==> src/rtl/ntt_mdc_commutator.sv <==
// ntt_mdc_commutator: radix-2 MDC delay-switch-delay reorder unit with valid-gated advance and flush drain
module ntt_mdc_commutator #(
  parameter int LOGQ = 32,
  parameter int DEPTH = 4,
  parameter int LANES = 1,
  parameter int USE_RAM = 0
) (
  input  logic                    clk,
  input  logic                    rst,
  input  logic                    in_valid,
  input  logic [2*LANES*LOGQ-1:0] in_data,
  input  logic                    flush,
  output logic                    out_valid,
  output logic [2*LANES*LOGQ-1:0] out_data,
  output logic                    out_last,
  output logic                    busy,
  output logic                    err
);
  localparam int W = LANES * LOGQ;
  localparam int CW = $clog2(DEPTH) + 1;
  localparam int PW = $clog2(DEPTH + 1);
  typedef enum logic [1:0] {IDLE, RUN, FLUSH} state_t;
  state_t state_q, state_d;
  logic [CW-1:0] cnt_q, cnt_d, ocnt_q, ocnt_d;
  logic [PW-1:0] pcnt_q, pcnt_d, pcnt_adv, fcnt_q, fcnt_d;
  logic [2*W-1:0] out_data_q, out_data_d, src;
  logic out_valid_q, out_valid_d, out_last_q, out_last_d, busy_q, busy_d, err_q, err_d;
  logic beat, primed, clr;
  logic [W-1:0] x0, x1, y0, y1, w;
  logic [1:0][W-1:0] din, dout;

  assign out_valid = out_valid_q;
  assign out_data = out_data_q;
  assign out_last = out_last_q;
  assign busy = busy_q;
  assign err = err_q;

  // Control and output registers; counters only move on beats
  always_ff @(posedge clk) begin
    if (rst) begin
      state_q <= IDLE;
      cnt_q <= '0;
      ocnt_q <= '0;
      pcnt_q <= '0;
      fcnt_q <= '0;
      out_valid_q <= 1'b0;
      out_data_q <= '0;
      out_last_q <= 1'b0;
      busy_q <= 1'b0;
      err_q <= 1'b0;
    end else begin
      state_q <= state_d;
      cnt_q <= cnt_d;
      ocnt_q <= ocnt_d;
      pcnt_q <= pcnt_d;
      fcnt_q <= fcnt_d;
      out_valid_q <= out_valid_d;
      out_data_q <= out_data_d;
      out_last_q <= out_last_d;
      busy_q <= busy_d;
      err_q <= err_d;
    end
  end

  // Next state: a flush that lands before priming completes just discards and returns to IDLE
  always_comb begin
    beat = in_valid || state_q == FLUSH;
    primed = pcnt_q == PW'(DEPTH);
    pcnt_adv = (beat && !primed) ? pcnt_q + 1'b1 : pcnt_q;
    state_d = state_q == FLUSH ? (fcnt_q == PW'(DEPTH - 1) ? IDLE : FLUSH)
            : flush ? (pcnt_adv == PW'(DEPTH) ? FLUSH : IDLE)
            : in_valid ? RUN : state_q;
    clr = state_d == IDLE;
    cnt_d = clr ? '0 : cnt_q + CW'(beat);
    ocnt_d = clr ? '0 : ocnt_q + CW'(beat && primed);
    pcnt_d = clr ? '0 : pcnt_adv;
    fcnt_d = state_q == FLUSH ? fcnt_q + 1'b1 : '0;
  end

  // Outputs and datapath: zero-filled flush beats, switch between the two delays
  always_comb begin
    src = state_q == FLUSH ? '0 : in_data;
    x0 = '0;
    x1 = '0;
    for (int p = 0; p < LANES; p++) begin
      x0[p*LOGQ +: LOGQ] = src[2*p*LOGQ +: LOGQ];
      x1[p*LOGQ +: LOGQ] = src[(2*p+1)*LOGQ +: LOGQ];
    end
    y1 = cnt_q[CW-1] ? x0 : dout[0];
    w = cnt_q[CW-1] ? dout[0] : x0;
    y0 = dout[1];
    din = {w, x1};
    out_valid_d = beat && primed;
    out_last_d = out_valid_d && &ocnt_q;
    out_data_d = out_data_q;
    if (out_valid_d)
      for (int p = 0; p < LANES; p++) begin
        out_data_d[2*p*LOGQ +: LOGQ] = y0[p*LOGQ +: LOGQ];
        out_data_d[(2*p+1)*LOGQ +: LOGQ] = y1[p*LOGQ +: LOGQ];
      end
    busy_d = (state_q == RUN && primed) || state_q == FLUSH;
    err_d = err_q || (in_valid && state_q == FLUSH);
  end

  if (USE_RAM != 0) begin : g_ram
    localparam int AW = DEPTH > 1 ? $clog2(DEPTH) : 1;
    logic [AW-1:0] ptr_q, ptr_d;
    logic [1:0][W-1:0] rd_q, rd_d;
    logic [W-1:0] mem [2][2**AW];
    // Read address runs one cycle ahead so the registered read is ready on the next beat
    always_comb begin
      ptr_d = rst ? '0 : beat ? (ptr_q == AW'(DEPTH - 1) ? '0 : ptr_q + 1'b1) : ptr_q;
      for (int i = 0; i < 2; i++)
        rd_d[i] = (beat && ptr_d == ptr_q) ? din[i] : mem[i][ptr_d];
    end
    // Circular buffers: write at the current slot, prefetch the next one
    always_ff @(posedge clk) begin
      ptr_q <= ptr_d;
      rd_q <= rd_d;
      if (beat)
        for (int i = 0; i < 2; i++)
          mem[i][ptr_q] <= din[i];
    end
    assign dout = rd_q;
  end else begin : g_sr
    logic [1:0][DEPTH-1:0][W-1:0] sr_q, sr_d;
    // Valid-enabled shift registers, one per delay
    always_comb begin
      sr_d = sr_q;
      if (beat)
        for (int i = 0; i < 2; i++) begin
          for (int k = DEPTH - 1; k > 0; k--)
            sr_d[i][k] = sr_q[i][k-1];
          sr_d[i][0] = din[i];
        end
    end
    // Delay storage needs no reset; priming hides stale contents
    always_ff @(posedge clk) sr_q <= sr_d;
    assign dout = {sr_q[1][DEPTH-1], sr_q[0][DEPTH-1]};
  end
endmodule

==> config.mk <==
export PLATFORM = sky130hd
export DESIGN_NAME = ntt_mdc_commutator
export DESIGN_NICKNAME = d
export VERILOG_FILES = /design/src/rtl/ntt_mdc_commutator.sv
export SDC_FILE = /design/constraint.sdc
export NUM_CORES = 1
export LEC_CHECK = 0
export CAP_MARGIN = 20
export CORE_UTILIZATION = 50
export CTS_BUF_LIST = sky130_fd_sc_hd__clkbuf_8 sky130_fd_sc_hd__clkbuf_16
export DETAILED_ROUTE_END_ITERATION = 8
export GPL_TIMING_DRIVEN = 0
export PLACE_DENSITY = 0.68
export SLEW_MARGIN = 10
export SYNTH_ARGS = -nofsm -noshare
export SYNTH_HDL_FRONTEND = slang
export SYNTH_SLANG_ARGS = --single-unit
==> constraint.sdc <==
create_clock -name clk -period 9.45 [get_ports clk]
set_input_delay 0.945 -clock clk [delete_from_list [all_inputs] [get_ports clk]]
set_output_delay 0.945 -clock clk [all_outputs]
set_load 0.03 [all_outputs]
==> results.yml <==
status:
  status: "finished clean"
final_layout:
  ff_latch_area_sq_um: 9330
  antenna-diode-count: 0
  utilization_pct: 64.3
  syn_to_final_growth_pct: 24.6
  drive_above_1_share_pct: 8.80
  fill_cells: 1754
  multiInputGateArea_sq_um: 2220
  fin_nets: 1049
detailed_routing:
  drt_pass1_iterations: 5
  viasPerCell: 4.95
  drt_wl_total_microns: 19900
  wire_per_inst_microns: 15.2
  drt_iter0_markers: 354
  drc: 0
  num_vias: 6494
  ant_nets: 0
yosys:
  synthTopCellsByArea: "edfxtp_1 65%, dfxtp_1 14%, nand2_1 4.1%"
  yosysWarnings: 0
  yosysTopAreaCell: "edfxtp_1"
  synth_edf_count: 256
  yosys.cell_count.top_type: "edfxtp_1"
  synth_common_cells: "256 x edfxtp_1, 130 x nand2_1, 82 x dfxtp_1, 42 x nor2_1, 38 x a21oi_1"
  yosysTopAreaCellShare_pct: 65.0
  synth_cells: 799
  ys_ff_latch: 338
  synth_cell_types: 35
  synth_seq_area_share_pct: 78.9
  syn_area_per_cell_sq_um: 14.8
  syn_area_sq_um: 11800
  yosys_most_used_dff: "edfxtp_1"
  syn_nets: 875
  synthArstFlopShare_pct: 0
critical_path:
  rr_endpoint: "ocnt_q[1]"
  worstSetupPathType: "input pin to flop"
  path_max_fanout: 118
  regToRegStartpoint: "state_q[0]"
  start_kind: "input pin"
  crit_start: "in_valid"
  crit_required_ns: 9.83
  r2r_slack_ns: 6.66
  reg2regPathDepth: 10
  crit_end: "ocnt_q[1]"
  arrival_ns: 3.73
  worstSetupEndpointType: "flop"
floorplan:
  num_io_pins: 136
  num_rows: 55
  coreArea_sq_um: 22900
  die_x_microns: 156
  start_util_pct: 51.6
  die_area_sq_um: 24300
  die_height_microns: 156
grt:
  grt_pass1_wl_microns: 31600
  grt_max_degree: 119
  grt_pass1_vias: 6130
  grt_overflow_total: 0
  grtUsageTotal_pct: 17.0
  antenna_found_initial: 1
cts:
  cts-buffers-inserted: 35
  ctsResizeCount: 0
  path_clk_slew_ns: 0.06
  clock_path_buffers: 3
  cts_hold_buf: 0
  htree_levels: 2
  postCtsSetupRepairBufs: 0
  cts_sinks: 338
  cts_tree: "built"
  root_buffer: "clkbuf_16"
  insertion_delay_ns: 0.50
sta:
  fmax_ghz: 0.299
  rsz0062_at_grt: "false"
  post-route-period-util_pct: 35.4
  slew_headroom_pct: 59.9
  final.min_clock_period_ns: 3.35
  setup_viol: 0
  fin_setup_tns_ns: 0
  hold_viol_final: 0
  worst_slew_pin_slew_ns: 0.601
  layout_setup_ws_ns: 6.10
  maxSlewViolCount: 0
  skew_ns: 0.0100
power_and_ir_drop:
  p_per_area_nw_per_um2: 207
  fin_total_pwr_mw: 3.05
  power_leakage_nw: 5.02
  vdd_ir_drop_max_mv: 0.118
min_path:
  hold_path.class: "flop to flop"
placed_design:
  portBuffers: 135
  place_ws_ns: 5.54
  routabilityCongestion: 0.869
  dp_hpwl_microns: 13400
job:
  cap_violations: 0
## sequential cells by signal, indices dropped and copies added, names as in the netlist
signal and flops:
busy 1, cnt_q 3, dout 32, err 1, fcnt_q 3, g_sr.sr_q 192, ocnt_q 3, out_data 64
out_last 1, out_valid 1, pcnt_q 3, state_q 2, y0 32
## critical path: stages
cell and delay [ns]:
clkdlybuf4s50_1 0.62, inv_2 0.12, nand2_8 0.33, buf_16 0.46, nand3_4 0.20, inv_2 0.18, buf_6 0.19, buf_6 0.16
ha_1 0.15, ha_1 0.21, nor2b_1 0.12
## final cells by class
| cell class | count | share of cell area (%) |
|---|---|---|
| inverter | 8 | 0.204 |
| tap | 313 | 2.66 |
| sequential | 338 | 63.3 |
| clock inverter | 26 | 1.27 |
| clock buffer | 38 | 6.23 |
| timing repair buffer | 137 | 9.55 |
| buffer | 46 | 1.66 |
| multi-input combinational | 407 | 15.1 |
## kinds of logic after synthesis
| group | synth area share [%] |
|---|---|
| compound gates | 6.16 |
| xor+xnor | 0.222 |
| mux | 0.116 |
| flops | 78.9 |
| simple gates | 11.4 |
| buf+inv | 2.32 |
| fa+ha+maj | 0.847 |
## worst min path at each step
stage / from / to / slack [ns] / cells after the start
3_5_place_dp: g_sr.sr_q[85] / dout[21] / 0.40 / 0
3_3_place_gp: g_sr.sr_q[54] / g_sr.sr_q[86] / 0.40 / 0
4_1_cts: g_sr.sr_q[44] / g_sr.sr_q[76] / 0.41 / 0
2_1_floorplan: g_sr.sr_q[64] / dout[0] / 0.40 / 0
6_report: g_sr.sr_q[85] / dout[21] / 0.41 / 0
5_1_grt: g_sr.sr_q[39] / g_sr.sr_q[71] / 0.42 / 0
## per-stage QoR
| stage | area [sq um] | hold slack, ns | cells |
|---|---|---|---|
| 5_1_grt | 14700 | 0.421 | 1313 |
| 3_3_place_gp | 13600 | 0.400 | 1247 |
| 3_5_place_dp | 13600 | 0.405 | 1249 |
| 4_1_cts | 14700 | 0.414 | 1313 |
| 6_report | 14700 | 0.410 | 1313 |
| 2_1_floorplan | 11800 | 0.400 | 799 |
## power breakdown
group,switching (mW),internal (mW),leakage (nW)
Sequential,0.0165,1.67,3.17
Combinational,0.0446,0.0373,1.28
Clock,0.523,0.758,0.576
Total,0.585,2.46,5.02
## routing by layer
layer	up-vias	track usage (%)	routed length (microns)
met2	192	26.3	9320
met3	63	3.86	1110
met4	0	9.99	943
li1	3236	-	-
met1	3003	22.1	8580
met5	-	0	0
## cells in the final DEF, fill, tap and decap left out, types with 2 or more instances in the layout
| cell | count |
|---|---|
| ha_1 | 8 |
| and2_1 | 32 |
| buf_2 | 9 |
| clkbuf_16 | 35 |
| nor3_1 | 2 |
| buf_16 | 2 |
| nand4_1 | 2 |
| bufinv_16 | 2 |
| nand3_1 | 32 |
| clkdlybuf4s50_1 | 135 |
| clkinv_1 | 5 |
| clkinv_4 | 3 |
| edfxtp_1 | 256 |
| inv_1 | 13 |
| clkbuf_8 | 3 |
| buf_4 | 8 |
| nor3b_1 | 3 |
| a21oi_1 | 38 |
| clkinv_2 | 6 |
| nand2b_1 | 32 |
| nand2_1 | 130 |
| nor2b_1 | 4 |
| o21ai_0 | 34 |
| a311oi_1 | 32 |
| inv_2 | 2 |
| dfxtp_1 | 82 |
| buf_6 | 4 |
| clkbuf_1 | 25 |
| xnor2_1 | 3 |
| nor2_1 | 42 |
| inv_6 | 3 |
Power figures use the tool's default switching activity.
